### src/rtl/wb_port_arbiter.sv
`default_nettype none
// +--------------------------------------------------------------------------+
// | wb_port_arbiter: round-robin owner of the SDRAM command path shared by   |
// | the Wishbone ports and refresh, with a dead gap between owners. Rev 1.0  |
// +--------------------------------------------------------------------------+
module wb_port_arbiter #(
    parameter int NR_PORTS   = 3,
    parameter int IDX_W      = 2,
    parameter int GAP_CYCLES = 1
) (
    input  logic                wb_clk,
    input  logic                wb_rst,
    input  logic [NR_PORTS-1:0] req_i,
    input  logic                refresh_req_i,
    input  logic                refresh_done_i,
    output logic [NR_PORTS-1:0] gnt_o,
    output logic                gnt_valid_o,
    output logic [IDX_W-1:0]    gnt_idx_o,
    output logic                refresh_gnt_o,
    output logic                busy_o
);

    typedef enum logic [1:0] {
        ST_IDLE    = 2'd0,
        ST_PORT    = 2'd1,
        ST_REFRESH = 2'd2,
        ST_GAP     = 2'd3
    } state_t;

    localparam logic [2:0]       C_GAP_LOAD  = 3'(GAP_CYCLES);
    localparam logic [IDX_W-1:0] C_PTR_RST   = IDX_W'(NR_PORTS - 1);
    localparam state_t           C_REL_STATE = (GAP_CYCLES > 0) ? ST_GAP : ST_IDLE;

    state_t              state_q, state_d;
    logic [NR_PORTS-1:0] gnt_q, gnt_d;
    logic [IDX_W-1:0]    idx_q, idx_d;
    logic [IDX_W-1:0]    ptr_q, ptr_d;
    logic                refresh_gnt_q, refresh_gnt_d;
    logic                busy_q, busy_d;
    logic [2:0]          gap_cnt_q, gap_cnt_d;

    logic                win_found;
    logic [IDX_W-1:0]    win_idx;
    logic [IDX_W-1:0]    cand;

    // Scan upward from the port after the last winner, wrapping around.
    always_comb begin
        win_found = 1'b0;
        win_idx   = '0;
        cand      = '0;
        for (int k = 1; k <= NR_PORTS; k++) begin
            cand = IDX_W'((int'(ptr_q) + k) % NR_PORTS);
            if (!win_found && req_i[cand]) begin
                win_found = 1'b1;
                win_idx   = cand;
            end
        end
    end

    always_comb begin
        state_d       = state_q;
        gnt_d         = gnt_q;
        idx_d         = idx_q;
        ptr_d         = ptr_q;
        refresh_gnt_d = refresh_gnt_q;
        gap_cnt_d     = gap_cnt_q;
        case (state_q)
            ST_IDLE: begin
                if (refresh_req_i) begin
                    state_d       = ST_REFRESH;
                    refresh_gnt_d = 1'b1;
                end else if (win_found) begin
                    state_d        = ST_PORT;
                    gnt_d          = '0;
                    gnt_d[win_idx] = 1'b1;
                    idx_d          = win_idx;
                    ptr_d          = win_idx;
                end
            end
            ST_PORT: begin
                // No preemption: only the owner's own request matters here.
                if (!req_i[idx_q]) begin
                    state_d   = C_REL_STATE;
                    gnt_d     = '0;
                    gap_cnt_d = C_GAP_LOAD;
                end
            end
            ST_REFRESH: begin
                if (refresh_done_i) begin
                    state_d       = C_REL_STATE;
                    refresh_gnt_d = 1'b0;
                    gap_cnt_d     = C_GAP_LOAD;
                end
            end
            ST_GAP: begin
                if (gap_cnt_q <= 3'd1) begin
                    state_d   = ST_IDLE;
                    gap_cnt_d = '0;
                end else begin
                    gap_cnt_d = gap_cnt_q - 3'd1;
                end
            end
            default: state_d = ST_IDLE;
        endcase
        busy_d = (state_d != ST_IDLE);
    end

    always_ff @(posedge wb_clk or posedge wb_rst) begin
        if (wb_rst) begin
            state_q       <= ST_IDLE;
            gnt_q         <= '0;
            idx_q         <= '0;
            ptr_q         <= C_PTR_RST;
            refresh_gnt_q <= 1'b0;
            busy_q        <= 1'b0;
            gap_cnt_q     <= '0;
        end else begin
            state_q       <= state_d;
            gnt_q         <= gnt_d;
            idx_q         <= idx_d;
            ptr_q         <= ptr_d;
            refresh_gnt_q <= refresh_gnt_d;
            busy_q        <= busy_d;
            gap_cnt_q     <= gap_cnt_d;
        end
    end

    assign gnt_o         = gnt_q;
    assign gnt_valid_o   = |gnt_q;
    assign gnt_idx_o     = idx_q;
    assign refresh_gnt_o = refresh_gnt_q;
    assign busy_o        = busy_q;

endmodule
`default_nettype wire

### config.mk
export PLATFORM = sky130hd
export DESIGN_NAME = wb_port_arbiter
export DESIGN_NICKNAME = d
export VERILOG_FILES = /design/src/rtl/wb_port_arbiter.sv
export SDC_FILE = /design/constraint.sdc
export NUM_CORES = 1
export LEC_CHECK = 0
export CELL_PAD_IN_SITES_DETAIL_PLACEMENT = 1
export CELL_PAD_IN_SITES_GLOBAL_PLACEMENT = 1
export CORE_MARGIN = 3
export CORE_UTILIZATION = 42
export DETAILED_ROUTE_END_ITERATION = 6
export PLACE_DENSITY_LB_ADDON = 0.2
export RECOVER_POWER = 100
export SYNTH_ARGS = -nofsm -noshare
export SYNTH_HDL_FRONTEND = slang
export SYNTH_SLANG_ARGS = --single-unit
### constraint.sdc
create_clock -name wb_clk -period 6 [get_ports wb_clk]
set_input_delay 1.8 -clock wb_clk [delete_from_list [all_inputs] [get_ports wb_clk]]
set_output_delay 1.8 -clock wb_clk [all_outputs]
set_load 0.01 [all_outputs]
==> summary.md, run 1 <==
| Metric | Value |
|---|---|
| Port Buffers | 14 |
| Grt total ovfl | 0 |
| Drt first pass iters | 4 |
| Post-route DRC | 0 |
| Post-Syn Area | 853 um2 |
| Number of H-tree levels | 1 |
| Net Sw Frac | 42.6% |
| Synth Instances | 89 |
| Hold path cells | 2 |
| RSZ-0062 raised after global routing | no |
| Comb pwr share | 56.5% |
| # rows | 15 |
| Clock Sinks | 13 |
| Most Used Layer, Global Route | met2 |
| Non-Filler Instances | 131 |
| CTS resizes | 0 |
| Hold Path Class | flip-flop to flip-flop |
| Avg WL per Cell | 14.9 um |
| Met3 usage in global routing | 3.21% |
| Endpoint class of the critical path | flip-flop |
| Tmin final | 3670 ps |
| CP Cell Sequence | dlygate4sd3_1 > a22o_1 > a211o_1 > a22oi_1 > mux2_2 |
| Via count | 720 |
| Max-Slew Margin vs Limit | 57.1% |
| CTS Buffer Depth | 2 |
| Routed Antenna Nets | 0 |
| Root Buffer | clkbuf_4 |
| Post-CTS Hold Fix Bufs | 0 |
| Tcrit/Tclk final | 61.2% |
| R2R depth | 6 |
| Critical path data required time | 6160 ps |
| Initial antenna violation count | 0 |
| TNS Setup | 0 ps |
| Num CTS Buffers | 3 |
| RePlAce Congestion | 0.791 |
| Drt total wl | 1.95 mm |
| Syn nets | 102 |
| Share of layout cells above drive strength 1 | 10.4% |
| Fin. max-slew vios | 0 |
| First-pass GRT wire length | 3.49 mm |
| Register area share after synthesis | 38.3% |
| Placed cells | 127 |
| Max VDD drop | 0.239 mV |
| FMAX | 272 MHz |
| Endpoints failing setup | 0 |
| HPWL after detailed placement | 1.57 mm |
| Commonest non-fill, non-tap cell in the layout | dfrtp_1 |
| Total GRT Usage | 17.7% |
| Met1 Use GR | 25.0% |
| Slowest stage delay, CP | 620 ps |
| Io pins | 15 |
| Post-synth EDFFs | 0 |
| Critical path startpoint category | input pin |
| Max-cap violation count | 0 |
| DIE WIDTH | 51.1 um |
| Core ar. | 1820 um2 |
| Initial DRC count | 8 |
| Clock Skews | 2.33 ps |
| Filler Cells Inserted | 221 |
| Met2 Use GR | 26.8% |
| Skew-Pair Late Insertion Delay | 270 ps |
| CTS tree | built |
| Die Area | 2610 um2 |
| Syn Area/Cell | 9.59 um2 |
| Synth cell types | 32 |
| Area grow syn2layout | 21.7% |
| Critical path type | input pin to flip-flop |
| Flop pwr share | 32.7% |
| Clock transition at the registers of the reported paths | 80 ps |
| Count of state elements after synthesis | 13 |
| Nets@finish | 120 |
| Most used DFF post-synth | dfrtp_1 |
| Clk pwr share | 10.8% |
| Antenna cells | 0 |
| Hold Vio Cnt, Final | 0 |
| Syn. warnings | 0 |
| Vias in the first global route | 761 |
| Crit Path Max Fanout | 8 |
| Int Pwr | 0.289 mW |
| Initial Util | 46.9% |
| FFs w/ async S/R, synth | 100% |
| Most frequent cells in the layout | 12 x dfrtp_1, 11 x dlygate4sd3_1, 9 x nand2_1, 7 x o21ai_0, 7 x inv_1 |
| NetSw | 0.215 mW |
| Worst EP arrival | 3830 ps |
| Slew @ Worst Pin | 644 ps |
| Setup Buffers After CTS | 0 |
| Pwr Density | 486 nW/um2 |
| Die H | 51.1 um |
| Slowest-stage cell, CP | dlygate4sd3_1 |
| Largest net degree at the start of global routing | 14 |
| Run status | completed |
| Vias per cell | 5.50 |
| Leak | 0.459 nW |
## sequential cells by signal, summed over array words and instances, names as in the netlist
name           cells
busy_o             1
gap_cnt_q          3
gnt_idx_o          2
gnt_o              3
ptr_q              1
refresh_gnt_o      1
state_q            2
## area by class of cell
type | count | area [um2] | share of cell area, %
Multi-Input combinational cell | 68 | 488 | 47.0
Timing Repair Buffer | 14 | 140 | 13.5
Sequential cell | 13 | 327 | 31.4
Tap cell | 25 | 31.3 | 3.01
Clock buffer | 4 | 26.3 | 2.53
Inverter | 7 | 26.3 | 2.53
## worst max-delay path: cells and delay by family
family	cells	cell delay (ps)
mux	1	400
compound gates	3	1010
buf+inv	1	620
## power by group through the flow
| stage | clock [mW] | sequential [mW] | combinational (mW) |
|---|---|---|---|
| 6_report | 0.0543 | 0.165 | 0.285 |
| 5_1_grt | 0.0602 | 0.172 | 0.321 |
| 4_1_cts | 0.0570 | 0.167 | 0.300 |
| 3_5_place_dp | 0 | 0.169 | 0.297 |
| 3_3_place_gp | 0 | 0.167 | 0.286 |
| 2_1_floorplan | 0 | 0.166 | 0.194 |
## cells by family (layout without fill, tap and decap cells)
kind of cell / count (synthesis) / in the layout / share of synthesized area (%)
AO/OA/AOI/OAI: 25 / 25 / 21.3
multiplexers: 7 / 7 / 8.80
adder cells (fa/ha/maj): 6 / 6 / 8.80
flip-flops: 13 / 13 / 38.3
AND/OR/NAND/NOR: 30 / 30 / 18.9
buffers and inverters: 8 / 25 / 3.96
## cells in the mapped netlist (2+ instances only)
master	count	area share, %
and2_1	2	1.5
o21bai_1	2	1.8
nor2_1	3	1.3
or3_1	3	2.2
nand3_1	2	1.2
inv_1	7	3.1
mux2i_1	3	3.5
a22o_1	2	2.1
nand2_1	9	4.0
ha_1	6	8.8
dfrtp_1	12	35
mux2_2	4	5.3
nand2b_1	2	1.5
a21oi_1	6	3.5
o21ai_0	7	4.1
nor2b_1	3	2.2
## worst paths after layout
kind | startpoint | to | slack, ps
min reg2reg | refresh_gnt_o | refresh_gnt_o | 540
max reg2reg | ptr_q[1] | gnt_o[2] | 3590
min | refresh_gnt_o | refresh_gnt_o | 540
max in group asynchronous | wb_rst | ptr_q[1] | 3670
max | req_i[1] | gnt_o[2] | 2330
min in group asynchronous | wb_rst | gap_cnt_q[1] | 1980
## through the flow
stage	setup WS (ps)	hold slack (ps)	total power, mW	util [%]	cell area (um2)
2_1_floorplan	2980	480	0.360	-	853
3_3_place_gp	2350	504	0.454	55.9	1020
3_5_place_dp	2280	511	0.465	55.9	1020
4_1_cts	2570	539	0.524	57.3	1040
5_1_grt	2220	554	0.553	57.0	1040
6_report	2330	539	0.504	57.0	1040
## routing by layer
layer / routed length [um] / part of all wire [%]
met1: 1010 / 52
met2: 877 / 45
met3: 57 / 2.9
met4: 8 / 0.41
met5: 0 / 0
No activity file was read; power rests on OpenSTA's default activity.
==> inputs of run 2 (changes only) <==
--- a/config.mk
+++ b/config.mk
@@ -7,8 +7,9 @@
 export LEC_CHECK = 0
 export CELL_PAD_IN_SITES_DETAIL_PLACEMENT = 1
 export CELL_PAD_IN_SITES_GLOBAL_PLACEMENT = 1
+export CORE_ASPECT_RATIO = 0.6
 export CORE_MARGIN = 3
-export CORE_UTILIZATION = 42
+export CORE_UTILIZATION = 39
 export DETAILED_ROUTE_END_ITERATION = 6
 export PLACE_DENSITY_LB_ADDON = 0.2
 export RECOVER_POWER = 100
==> constraint.sdc (replaced) <==
create_clock -name wb_clk -period 3.5 [get_ports wb_clk]
set_input_delay 1.05 -clock wb_clk [delete_from_list [all_inputs] [get_ports wb_clk]]
set_output_delay 1.05 -clock wb_clk [all_outputs]
set_load 0.01 [all_outputs]
==> run 2 against run 1 <==
Against the previous run: via count is 2.4% higher; worst setup slack worse by 1800 ps; count of clock-buffer cells in the layout stayed put.
==> summary.md, run 2 (synthesized netlist as in run 1, its figures left out) <==
| Metric | Value |
|---|---|
| Drt first pass iters | 4 (unchanged) |
| Tcrit/Tclk final | 84.6% |
| Sequential cell area | 327 um2 (unchanged) |
| Leak | 0.459 nW (unchanged) |
| Max-Slew Margin vs Limit | 56.1% (-0.97 points) |
| First-pass GRT wire length | 3.44 mm (-1.6%) |
| # rows | 12 (-3) |
| Slew @ Worst Pin | 658 ps (+14.6 ps) |
| WHS Endpoint | gnt_o[1] |
| Slowest stage delay, CP | 630 ps (about the same) |
| Clock Skews | 1.12 ps (-1.22 ps) |
| CP bufs+invs | 1 (unchanged) |
| Commonest non-fill, non-tap cell in the layout | dfrtp_1 |
| Fin. max-slew vios | 0 (unchanged) |
| Max-cap violation count | 0 (unchanged) |
| Setup slack, reg-to-reg | 1060 ps (-2530 ps) |
| Setup Buffers After CTS | 0 (unchanged) |
| CTS tree | built |
| Filler Cells Inserted | 227 (+2.7%) |
| Cell family with most CP delay | compound AO/OA/AOI/OAI gates |
| Max VDD drop | 0.386 mV (+62%) |
| RSZ-0062 raised after global routing | no |
| Clock transition at the registers of the reported paths | 80 ps (about the same) |
| Nets@finish | 120 (unchanged) |
| Critical path startpoint category | input pin |
| TNS Setup | 0 ps (unchanged) |
| Run status | completed |
| Grt total ovfl | 0 (unchanged) |
| CTS resizes | 0 (unchanged) |
| NetSw | 0.370 mW (+72%) |
| Post-DP Area | 1020 um2 (+0.37%) |
| Drt total wl | 2.00 mm (+2.6%) |
| Total GRT Usage | 15.8% (-2.0 points) |
| Endpoints failing setup | 0 (unchanged) |
| Hold path cells | 2 (unchanged) |
| Num CTS Buffers | 3 (unchanged) |
| HPWL after detailed placement | 1.65 mm (+5.1%) |
| Initial antenna violation count | 0 (unchanged) |
| Clk pwr share | 10.5% (-0.3 points) |
| Io pins | 15 (unchanged) |
| Critical path data required time | 3660 ps (-2500 ps) |
| CTS Buffer Depth | 2 (unchanged) |
| CP Cell Sequence | dlygate4sd3_1 > a22o_1 > a211o_1 > a22oi_1 > mux2_2 |
| Initial Util | 43.7% (-3.2 points) |
| Most frequent cells in the layout | 12 x dfrtp_1, 11 x dlygate4sd3_1, 9 x nand2_1, 7 x o21ai_0, 7 x inv_1 |
| Endpoint class of the critical path | flip-flop |
| R2R depth | 6 (unchanged) |
| RR Startpoint | gnt_idx_o[0] |
| Largest net degree at the start of global routing | 14 (unchanged) |
| Final WS setup | 538 ps (-1790 ps) |
| Initial DRC count | 14 (+6) |
| Int Pwr | 0.496 mW (+72%) |
| Die H | 42.2 um (-17%) |
| Worst R2R End | gnt_idx_o[1] |
| Flop pwr share | 32.9% (+0.2 points) |
| Avg WL per Cell | 14.9 um (+0.32%) |
| Number of H-tree levels | 1 (unchanged) |
| Share of layout cells above drive strength 1 | 10.4% (unchanged) |
| Post-CTS Hold Fix Bufs | 0 (unchanged) |
| Routed Antenna Nets | 0 (unchanged) |
| RePlAce Congestion | 0.744 (-6.0%) |
| Die Area | 2800 um2 (+7.5%) |
| Port Buffers | 14 (unchanged) |
| DP Worst Slack | 539 ps (-1740 ps) |
| Root Buffer | clkbuf_4 |
| Vias per cell | 5.50 (about the same) |
| Slowest-stage cell, CP | dlygate4sd3_1 |
| Pwr Density | 831 nW/um2 (+71%) |
| Via count | 737 (+2.4%) |
| Post-route DRC | 0 (unchanged) |
| Crit Path Max Fanout | 8 (unchanged) |
| DIE WIDTH | 66.4 um (+30%) |
| Core ar. | 1950 um2 (+7.2%) |
| Hold wc startpoint | gnt_o[1] |
| Critical path type | input pin to flip-flop |
| Clock Sinks | 13 (unchanged) |
| Worst hold margin | 523 ps (-16.2 ps) |
| Tmin final | 2960 ps |
| Multi-input gate area | 488 um2 (unchanged) |
| Hold Path Class | flip-flop to flip-flop |
| Area grow syn2layout | 22.1% |
| FMAX | 338 MHz |
| Worst EP arrival | 3120 ps (-710 ps) |
| Hold Vio Cnt, Final | 0 (unchanged) |
| Antenna cells | 0 (unchanged) |
| Vias in the first global route | 727 (-4.5%) |
| Comb pwr share | 56.7% (+0.2 points) |
| Skew-Pair Late Insertion Delay | 270 ps (about the same) |
| Fin area | 1040 um2 (+0.36%) |
| Net Sw Frac | 42.7% (+0.069 points) |
run 2: cell counts in the layout (fill, tap and decap cells not counted):
Identical to the previous run, type by type.
run 2: area by class of cell:
cell class	instances	share of cell area, %
Clock buffer	4	2.52
Multi-Input combinational cell	68	46.8
Timing Repair Buffer	14	13.4
Inverter	7	2.52
Sequential cell	13	31.3
Tap cell	28	3.36
run 2: worst max path at each step:
stage,startpoint,end,slack (ps),cells past startpoint
5_1_grt,req_i[1],gnt_idx_o[1],450,5
6_report,req_i[1],gnt_idx_o[1],540,5
3_3_place_gp,req_i[2],gnt_o[2],600,5
3_5_place_dp,req_i[2],gnt_idx_o[1],540,5
4_1_cts,req_i[2],gnt_idx_o[1],820,5
2_1_floorplan,req_i[2],gnt_idx_o[1],1230,4
run 2: metal layers:
| layer | track usage (%) | vias up | routed length [um] |
|---|---|---|---|
| li1 | - | 356 | - |
| met1 | 24.7 | 357 | 1060 |
| met2 | 22.1 | 24 | 821 |
| met3 | 5.09 | 0 | 116 |
| met4 | 0 | 0 | 0 |
| met5 | 0 | - | 0 |
run 2: per-stage QoR:
step           total power [mW]  cells  utilization (%)
2_1_floorplan             0.617     89                -
3_3_place_gp              0.784    130             52.3
3_5_place_dp              0.800    130             52.3
4_1_cts                   0.897    134             53.7
5_1_grt                   0.950    134             53.4
6_report                  0.866    134             53.4
run 2: worst min-delay path: cells and delay by family (launching register included):
kind          cells  cell delay (ps)
flops             1              360
simple gates      2              130
run 2: power groups by stage:
stage	Clock (mW)	Combinational, mW	Sequential (mW)
global placement	0	0.497	0.287
finish	0.0908	0.491	0.285
global route	0.104	0.550	0.296
CTS	0.0952	0.516	0.286
floorplan	0	0.333	0.284
detailed placement	0	0.511	0.289
==> inputs of run 3 (changes only) <==
--- a/config.mk
+++ b/config.mk
@@ -9,7 +9,7 @@
 export CELL_PAD_IN_SITES_GLOBAL_PLACEMENT = 1
 export CORE_ASPECT_RATIO = 0.6
 export CORE_MARGIN = 3
-export CORE_UTILIZATION = 39
+export CORE_UTILIZATION = 35
 export DETAILED_ROUTE_END_ITERATION = 6
 export PLACE_DENSITY_LB_ADDON = 0.2
 export RECOVER_POWER = 100
==> constraint.sdc (replaced) <==
create_clock -name wb_clk -period 2.5 [get_ports wb_clk]
set_input_delay 0.75 -clock wb_clk [delete_from_list [all_inputs] [get_ports wb_clk]]
set_output_delay 0.75 -clock wb_clk [all_outputs]
set_load 0.01 [all_outputs]
==> run 3 against run 2 <==
Against the previous run: flip-flop and latch count unchanged; register-to-register slack got worse by 810 ps; sequential power rose by 42%; sequential share of layout area shrank 2.0 points; combinational power rose by 48%; critical endpoint is now gnt_valid_o; core utilization decreased by 3.8 points; first-iteration DRC count grew 29%; global-route usage rose by 1.3 points.
==> summary.md, run 3 (synthesized netlist as in run 1, its figures left out) <==
| Metric | Value |
|---|---|
| Run status | completed |
| Critical path startpoint category | flip-flop |
| Total GRT Usage | 17.0% (+1.3 points) |
| Critical path origin | gnt_o[2] |
| Clock Sinks | 13 (unchanged) |
| Drt total wl | 2.28 mm (+14%) |
| Nets@finish | 126 (+5.0%) |
| Leak | 0.496 nW (+8.0%) |
| Vias per cell | 5.40 (-1.8%) |
| Most frequent cells in the layout | 12 x dfrtp_1, 10 x dlygate4sd3_1, 9 x nand2_1, 7 x o21ai_0, 7 x inv_1 |
| Core ar. | 2240 um2 (+15%) |
| Via count | 767 (+4.1%) |
| Tmin final | 2360 ps |
| Fin. max-slew vios | 0 (unchanged) |
| CP Capture Point | gnt_valid_o |
| Sequential cell area | 327 um2 (unchanged) |
| Largest net degree at the start of global routing | 14 (unchanged) |
| Antenna cells | 0 (unchanged) |
| RePlAce Congestion | 0.750 (+0.90%) |
| Max-cap violation count | 0 (unchanged) |
| First-pass GRT wire length | 3.99 mm (+16%) |
| Non-Filler Instances | 142 (+6.0%) |
| Drt first pass iters | 4 (unchanged) |
| CTS tree | built |
| Port Buffers | 14 (unchanged) |
| FMAX | 423 MHz |
| RR Startpoint | ptr_q[1] |
| Hold Vio Cnt, Final | 0 (unchanged) |
| Initial antenna violation count | 0 (unchanged) |
| Skew-Pair Late Insertion Delay | 240 ps (-30 ps) |
| Placed cells | 138 (+6.2%) |
| Post-CTS Hold Fix Bufs | 0 (unchanged) |
| Clock transition at the registers of the reported paths | 60 ps (-20 ps) |
| Worst EP arrival | 1610 ps (-1510 ps) |
| Vias in the first global route | 802 (+10%) |
| Grt total ovfl | 0 (unchanged) |
| Worst R2R End | gnt_o[2] |
| Setup slack, reg-to-reg | 250 ps (-810 ps) |
| Tcrit/Tclk final | 94.5% |
| Hold Path Class | flip-flop to flip-flop |
| Post-route DRC | 0 (unchanged) |
| RSZ-0062 raised after global routing | no |
| Crit Path Max Fanout | 3 (-5) |
| DIE WIDTH | 69.7 um (+5.1%) |
| Multi-input gate area | 493 um2 (+1.0%) |
| Endpoints failing setup | 0 (unchanged) |
| Slew @ Worst Pin | 518 ps (-140 ps) |
| Die Area | 3090 um2 (+10%) |
| Initial DRC count | 18 (+4) |
| Root Buffer | clkbuf_8 |
| Setup Buffers After CTS | 0 (unchanged) |
| # rows | 13 (+1) |
| HPWL after detailed placement | 1.83 mm (+11%) |
| CTS Buffer Depth | 2 (unchanged) |
| CTS resizes | 0 (unchanged) |
| Endpoint class of the critical path | output pin |
| Tot Pwr | 1.32 mW (+53%) |
| Critical path type | flip-flop to output pin |
| R2R depth | 6 (unchanged) |
| Max VDD drop | 0.446 mV (+16%) |
| Die H | 44.2 um (+4.8%) |
| Area grow syn2layout | 30.5% |
| Number of H-tree levels | 1 (unchanged) |
| Routed Antenna Nets | 0 (unchanged) |
| Clock Skews | 1.25 ps (+0.130 ps) |
| Max-Slew Margin vs Limit | 65.4% (+9.3 points) |
| Initial Util | 38.0% (-5.7 points) |
| Pwr Density | 1190 nW/um2 (+43%) |
| Commonest non-fill, non-tap cell in the layout | dfrtp_1 |
| Avg WL per Cell | 16.0 um (+7.2%) |
| Critical path data required time | 1750 ps (-1910 ps) |
| Share of layout cells above drive strength 1 | 16.1% (+5.7 points) |
| Filler Cells Inserted | 271 (+19%) |
| Io pins | 15 (unchanged) |
| Final Util | 49.6% (-3.8 points) |
| Num CTS Buffers | 3 (unchanged) |
==> run 3: layout make-up <==
| cell class | count | area share (%) |
|---|---|---|
| Clock buffer | 4 | 4.04 |
| Inverter | 7 | 2.36 |
| Multi-Input combinational cell | 68 | 44.3 |
| Sequential cell | 13 | 29.3 |
| Tap cell | 30 | 3.37 |
| Timing Repair Buffer | 20 | 16.6 |
==> run 3: worst min path at each step <==
stage	from	to	slack (ps)	cells after the start
after floorplan	gap_cnt_q[2]	gap_cnt_q[2]	480	1
after global placement	gnt_o[1]	gnt_o[1]	510	2
after global routing	gap_cnt_q[2]	gap_cnt_q[2]	560	1
final	gnt_o[1]	gnt_o[1]	530	2
after CTS	gnt_o[1]	gnt_o[1]	540	2
after detailed placement	gnt_o[1]	gnt_o[1]	530	2
==> run 3: metrics by stage <==
stage	hold slack, ps	TNS [ps]	worst slack [ps]	area [um2]
2_1_floorplan	480	0	459	853
3_3_place_gp	510	0	22.6	1070
3_5_place_dp	525	-122	-54.8	1070
4_1_cts	538	0	200	1110
5_1_grt	558	0	98.3	1110
6_report	529	0	138	1110
==> run 3: power by group <==
part           internal (mW)  leakage [nW]  switching [mW]
combinational          0.348         0.314           0.381
sequential             0.306         0.159          0.0973
clock                  0.113        0.0228          0.0769
==> run 3: metal layers <==
metal,up-vias,GRT usage [%],part of all wire (%)
met2,18,25.6,40
met1,381,23.6,54
met3,2,6.35,5.1
met4,0,3.82,0.53
met5,-,0,0
li1,366,-,-
==> run 3: worst max-delay path: stages (launching register included) <==
cell	delay, ps
dfrtp_1	390
or3_1	370
dlygate4sd3_1	610
==> RTL edit 1, RTL diff (settings of run 1) <==
`IDX_W`: 2 -> 1.
--- a/src/rtl/wb_port_arbiter.sv
+++ b/src/rtl/wb_port_arbiter.sv
@@ -5,7 +5,7 @@
 // +--------------------------------------------------------------------------+
 module wb_port_arbiter #(
     parameter int NR_PORTS   = 3,
-    parameter int IDX_W      = 2,
+    parameter int IDX_W      = 1,
     parameter int GAP_CYCLES = 1
 ) (
     input  logic                wb_clk,
Interface: changed (resized gnt_idx_o); port bits go from 15 to 14. The function was not compared with the original's and may differ.
==> RTL edit 1 against run 1 <==
Worst setup slack gained 0.33 ns; first-iteration DRC count shrank 38%; area after synthesis shrank 34%; non-clock buffer count shrank 3; sequential cell count shrank 3; total power shrank 32%; cell count shrank 36%; design area shrank 34%; wire length shrank 27%; critical endpoint is now gnt_valid_o.
==> RTL edit 1: results (changes against run 1) <==
Yosys
  • Seq/Total Area, Yosys: 44.6% (+6.4 points)
  • YS warnings: 0 (unchanged)
  • Compound-cell area share of the yosys netlist: 22.3% (+1.1 points)
  • Xor/xnor share of the synthesized area: 0% (unchanged)
  • Cells taking the most area after synthesis: dfrtp_1 (45%), o21ai_0 (5.4%), ha_1 (4.5%)
  • Synth unique cells: 29 (-9.4%)
  • Post-synth top cells: dfrtp_1 (10), inv_1 (6), o21ai_0 (6)
  • Adder-Cell Fraction of Synth Area: 4.46% (-4.3 points)
  • Syn nets: 67 (-34%)
  • Synth async-reset ratio: 100% (unchanged)
  • Mean Syn Cell Area: 9.66 µm² (+0.80%)
  • Multiplexer area fraction after synthesis: 2.68% (-6.1 points)

STA
  • Final Skew: 0.000330 ns (-0.00200 ns)
  • Slew headroom: 60.4% (+3.3 points)

Layout
  • Biggest register: gap_cnt_q
  • Layout cells sized above 1: 10.0% (-0.38 points)
  • Nets@finish: 81 (-33%)
  • Max FFs per register: 3
  • Antenna fix cells: 0 (unchanged)

Drt
  • TritonRoute pass-1 iters: 3 (-1)
  • Initial DRC count: 5 (-3)
  • Wirelength per Cell: 16.9 µm (+14%)
  • Via count: 466 (-35%)
  • Vias/cell: 5.55 (+0.94%)

Clocking
  • H-tree depth: 1 (unchanged)
  • Post-CTS Resized: 0 (unchanged)
  • Number of CTS-inserted buffers: 3 (unchanged)
  • Clk slew on worst S/H paths: 0.07 ns
  • Clk_lat worst skew: 0.26 ns
  • Maximum clock path buffer count: 2 (unchanged)
  • CTS root buf: clkbuf_4
  • Setup bufs post-CTS: 0 (unchanged)

Placement
  • Gpl congestion: 0.725 (-8.3%)
  • Port Buffers: 11 (-3)
  • Detailed Place HPWL: 1.09 mm (-31%)
  • DP Area: 667 µm² (-34%)

Run status
  • Status: complete, no violations

Min path
  • Hold Crit Class: reg2reg

Power and ir drop
  • Pleak: 0.292 nW (-37%)
  • Worst vdd rail ir drop: 0.229 mV (-3.9%)

Global routing
  • Largest net degree at the start of global routing: 11 (-3)
  • Overall Global Routing Usage: 18.5% (+0.72 points)
  • Global-route wire length before repair: 2.51 mm (-28%)
  • Initial antenna violation count: 0 (unchanged)
  • Number of global-route vias before repair: 535 (-30%)

Worst setup path
  • CP Data Arrival Time: 1.54 ns (-2.29 ns)
  • Crit path max fanout: 3 (-5)
-- RTL edit 1: changes by cell type in the layout (fill, tap and decap cells not counted), moves of 2 or more --
cell and change:
nand2_1 -7, nand2b_1 -2, mux2_2 -4, ha_1 -4, dfrtp_1 -2, a21oi_1 -3
mux2i_1 -3, nand3_1 -2, a22o_1 -2, dlygate4sd3_1 -2
-- RTL edit 1: logic make-up (layout without fill, tap and decap cells) --
logic type      after synthesis  in the layout
other cells                   1              1
fa+ha+maj                     2              2
buf+inv                       8             20
simple gates                 17             17
mux                           1              1
compound gates               19             19
flops                        10             10
-- RTL edit 1: cell type report --
| type | count | area, µm² |
|---|---|---|
| repair buffers | 11 | 110 |
| fillers | 148 | 490 |
| multi-input cells | 40 | 258 |
| well taps | 14 | 17.5 |
| flip-flops and latches | 10 | 250 |
| clock buffers | 3 | 22.5 |
| inverters | 6 | 22.5 |
-- RTL edit 1: where the power goes --
group	leakage (nW)	internal, mW	switching [mW]
logic	0.158	0.0802	0.0837
clock network	0.0138	0.0232	0.0241
registers	0.119	0.0979	0.0358
-- RTL edit 1: path summary, 6_finish.rpt --
kind | from | endpoint | slack (ns) | depth (start not counted)
worst max register to register | state_q[1] | gnt_o[1] | 4.48 | 3
worst min-delay path | gnt_o[0] | gnt_o[0] | 0.52 | 1
min in group asynchronous | wb_rst | gnt_o[1] | 1.96 | 2
worst min register to register | gnt_o[0] | gnt_o[0] | 0.52 | 1
worst max-delay path | gnt_o[0] | gnt_valid_o | 2.66 | 2
max in group asynchronous | wb_rst | gap_cnt_q[1] | 3.74 | 2
-- RTL edit 1: layer usage --
layer / vias to the layer above / track usage [%] / share of wire, %
met2: 14 / 30.1 / 50
met4: 0 / 10.6 / 2.6
met1: 218 / 21.9 / 42
met3: 6 / 4.29 / 5.1
li1: 228 / - / -
met5: - / 0 / 0
-- RTL edit 1: stage by stage --
stage / setup WS, ns / power (mW)
final: 2.66 / 0.345
after global placement: 2.74 / 0.295
after CTS: 2.77 / 0.359
after detailed placement: 2.71 / 0.310
after floorplan: 3.30 / 0.243
after global routing: 2.60 / 0.377
-- RTL edit 1: worst max-delay path, stage by stage, from the launching register on --
cell and delay, ns:
dfrtp_1 0.39, or2_2 0.29, dlygate4sd3_1 0.60
==> RTL edit 2, RTL diff (config.mk and constraints of run 1) <==
Without the edit above. Encoding of `state_t`: now one-hot (4 bits for 4 states).
--- a/src/rtl/wb_port_arbiter.sv
+++ b/src/rtl/wb_port_arbiter.sv
@@ -20,11 +20,11 @@
     output logic                busy_o
 );
 
-    typedef enum logic [1:0] {
-        ST_IDLE    = 2'd0,
-        ST_PORT    = 2'd1,
-        ST_REFRESH = 2'd2,
-        ST_GAP     = 2'd3
+    typedef enum logic [3:0] {
+        ST_IDLE    = 4'b0001,
+        ST_PORT    = 4'b0010,
+        ST_REFRESH = 4'b0100,
+        ST_GAP     = 4'b1000
     } state_t;
 
     localparam logic [2:0]       C_GAP_LOAD  = 3'(GAP_CYCLES);
Formal check against the unedited RTL: no difference found for any inputs over 10 cycles, from zero or initial values and one cycle with wb_rst high; not proved beyond that.
==> RTL edit 2 against run 1 <==
Non-clock buffer count unchanged; worst setup slack better by 0.20 ns; area after synthesis up 19%; sequential cell count up 2; design area up 15%; total power up 16%; wire length up 31%; synthesized cell count up 30%; largest cell class unchanged; highest routed layer unchanged.
==> RTL edit 2: results (changes against run 1) <==
Yosys
  • Adder-Cell Fraction of Synth Area: 6.15% (-2.6 points)
  • Syn nets: 128 (+25%)
  • Multiplexer area fraction after synthesis: 1.97% (-6.8 points)
  • Cells taking the most area after synthesis: dfrtp_1 (32%), ha_1 (6.2%), dfstp_2 (5.2%)
  • Seq/Total Area, Yosys: 37.1% (-1.1 points)
  • Post-synth top cells: dfrtp_1 (13), inv_1 (11), nor2_1 (10)
  • Compound-cell area share of the yosys netlist: 26.8% (+5.6 points)
  • Synth unique cells: 42 (+31%)
  • Xor/xnor share of the synthesized area: 0.861% (+0.86 points)

Layout
  • Nets@finish: 143 (+19%)
  • Layout cells sized above 1: 3.85% (-6.5 points)
  • Antenna fix cells: 0 (unchanged)
  • Biggest register: state_q

Global routing
  • Met3 global-route usage: 4.91% (+1.7 points)
  • Number of global-route vias before repair: 977 (+28%)
  • GR Layer Usage met1: 25.6% (+0.55 points)
  • Global-route wire length before repair: 4.56 mm (+31%)
  • Overall Global Routing Usage: 18.6% (+0.84 points)
  • Met2 usage: 29.7% (+2.9 points)
  • Largest net degree at the start of global routing: 16 (+2)

Drt
  • Initial DRC count: 7 (-1)
  • Vias/cell: 5.85 (+6.4%)
  • WL final: 2.56 mm (+31%)

Worst setup path
  • CP Data Arrival Time: 3.71 ns (-0.12 ns)
  • Worst r2r src: gnt_idx_o[0]
  • Crit-path leading delay family: compound AO/OA/AOI/OAI gates
  • Critical Path Source: req_i[0]
  • Crit path max fanout: 6 (-2)

Clocking
  • Setup bufs post-CTS: 0 (unchanged)
  • Clk_lat worst skew: 0.29 ns (+0.02 ns)
  • Clk slew on worst S/H paths: 0.09 ns

Power and ir drop
  • Pleak: 0.530 nW (+15%)
  • Worst vdd rail ir drop: 0.231 mV (-3.4%)

Placement
  • Detailed Place HPWL: 1.98 mm (+26%)
  • Gpl congestion: 0.795 (+0.48%)
  • DP Area: 1170 µm² (+15%)

STA
  • Slew headroom: 61.5% (+4.4 points)
  • Final Skew: 0.00118 ns (-0.00115 ns)

Run status
  • Status: complete, no violations

Min path
  • Hold Path Origin: gnt_o[2]
[RTL edit 2: worst paths after layout]
path	cells after the start	to	slack, ns
setup / recovery	6	gnt_o[2]	2.53
hold / removal	1	gnt_o[2]	0.52
setup reg to reg	7	gnt_o[2]	3.58
hold reg to reg	1	gnt_o[2]	0.52
max in group asynchronous	2	gnt_o[1]	3.63
min in group asynchronous	2	gnt_idx_o[0]	2.00
[RTL edit 2: report_power, final]
| part | leakage [nW] | internal, mW | switching, mW |
|---|---|---|---|
| Clock | 0.0150 | 0.0259 | 0.0351 |
| Sequential | 0.185 | 0.144 | 0.0474 |
| Combinational | 0.330 | 0.153 | 0.178 |
[RTL edit 2: area by class of cell]
| cell class | instances | area (µm²) |
|---|---|---|
| Timing Repair Buffer | 14 | 140 |
| Fill cell | 294 | 1060 |
| Inverter | 11 | 41.3 |
| Multi-Input combinational cell | 86 | 572 |
| Clock buffer | 4 | 26.3 |
| Sequential cell | 15 | 378 |
| Tap cell | 28 | 35.0 |
[RTL edit 2: cell families after synthesis]
kind of cell,Yosys count
buffers and inverters,15
flip-flops,15
XOR/XNOR,1
AND/OR/NAND/NOR,39
adder cells (fa/ha/maj),5
AO/OA/AOI/OAI,39
multiplexers,2
[RTL edit 2: per-layer routing]
layer / up-vias / share of wire, %
met2: 13 / 47
met1: 455 / 50
met4: 0 / 0.39
met3: 2 / 2.8
li1: 454 / -
met5: - / 0
[RTL edit 2: worst register-to-register path, stage by stage (launching register included)]
cell,delay [ns]
dfrtp_1,0.44
inv_1,0.10
ha_1,0.42
or2_1,0.29
a32oi_1,0.30
nand4b_1,0.14
a211oi_1,0.53
a21o_1,0.14
[RTL edit 2: per-stage QoR]
step	setup slack, ns	cells
after floorplan	3.10	116
after global placement	2.45	154
after detailed placement	2.37	154
after CTS	2.63	158
after global routing	2.46	158
final	2.53	158
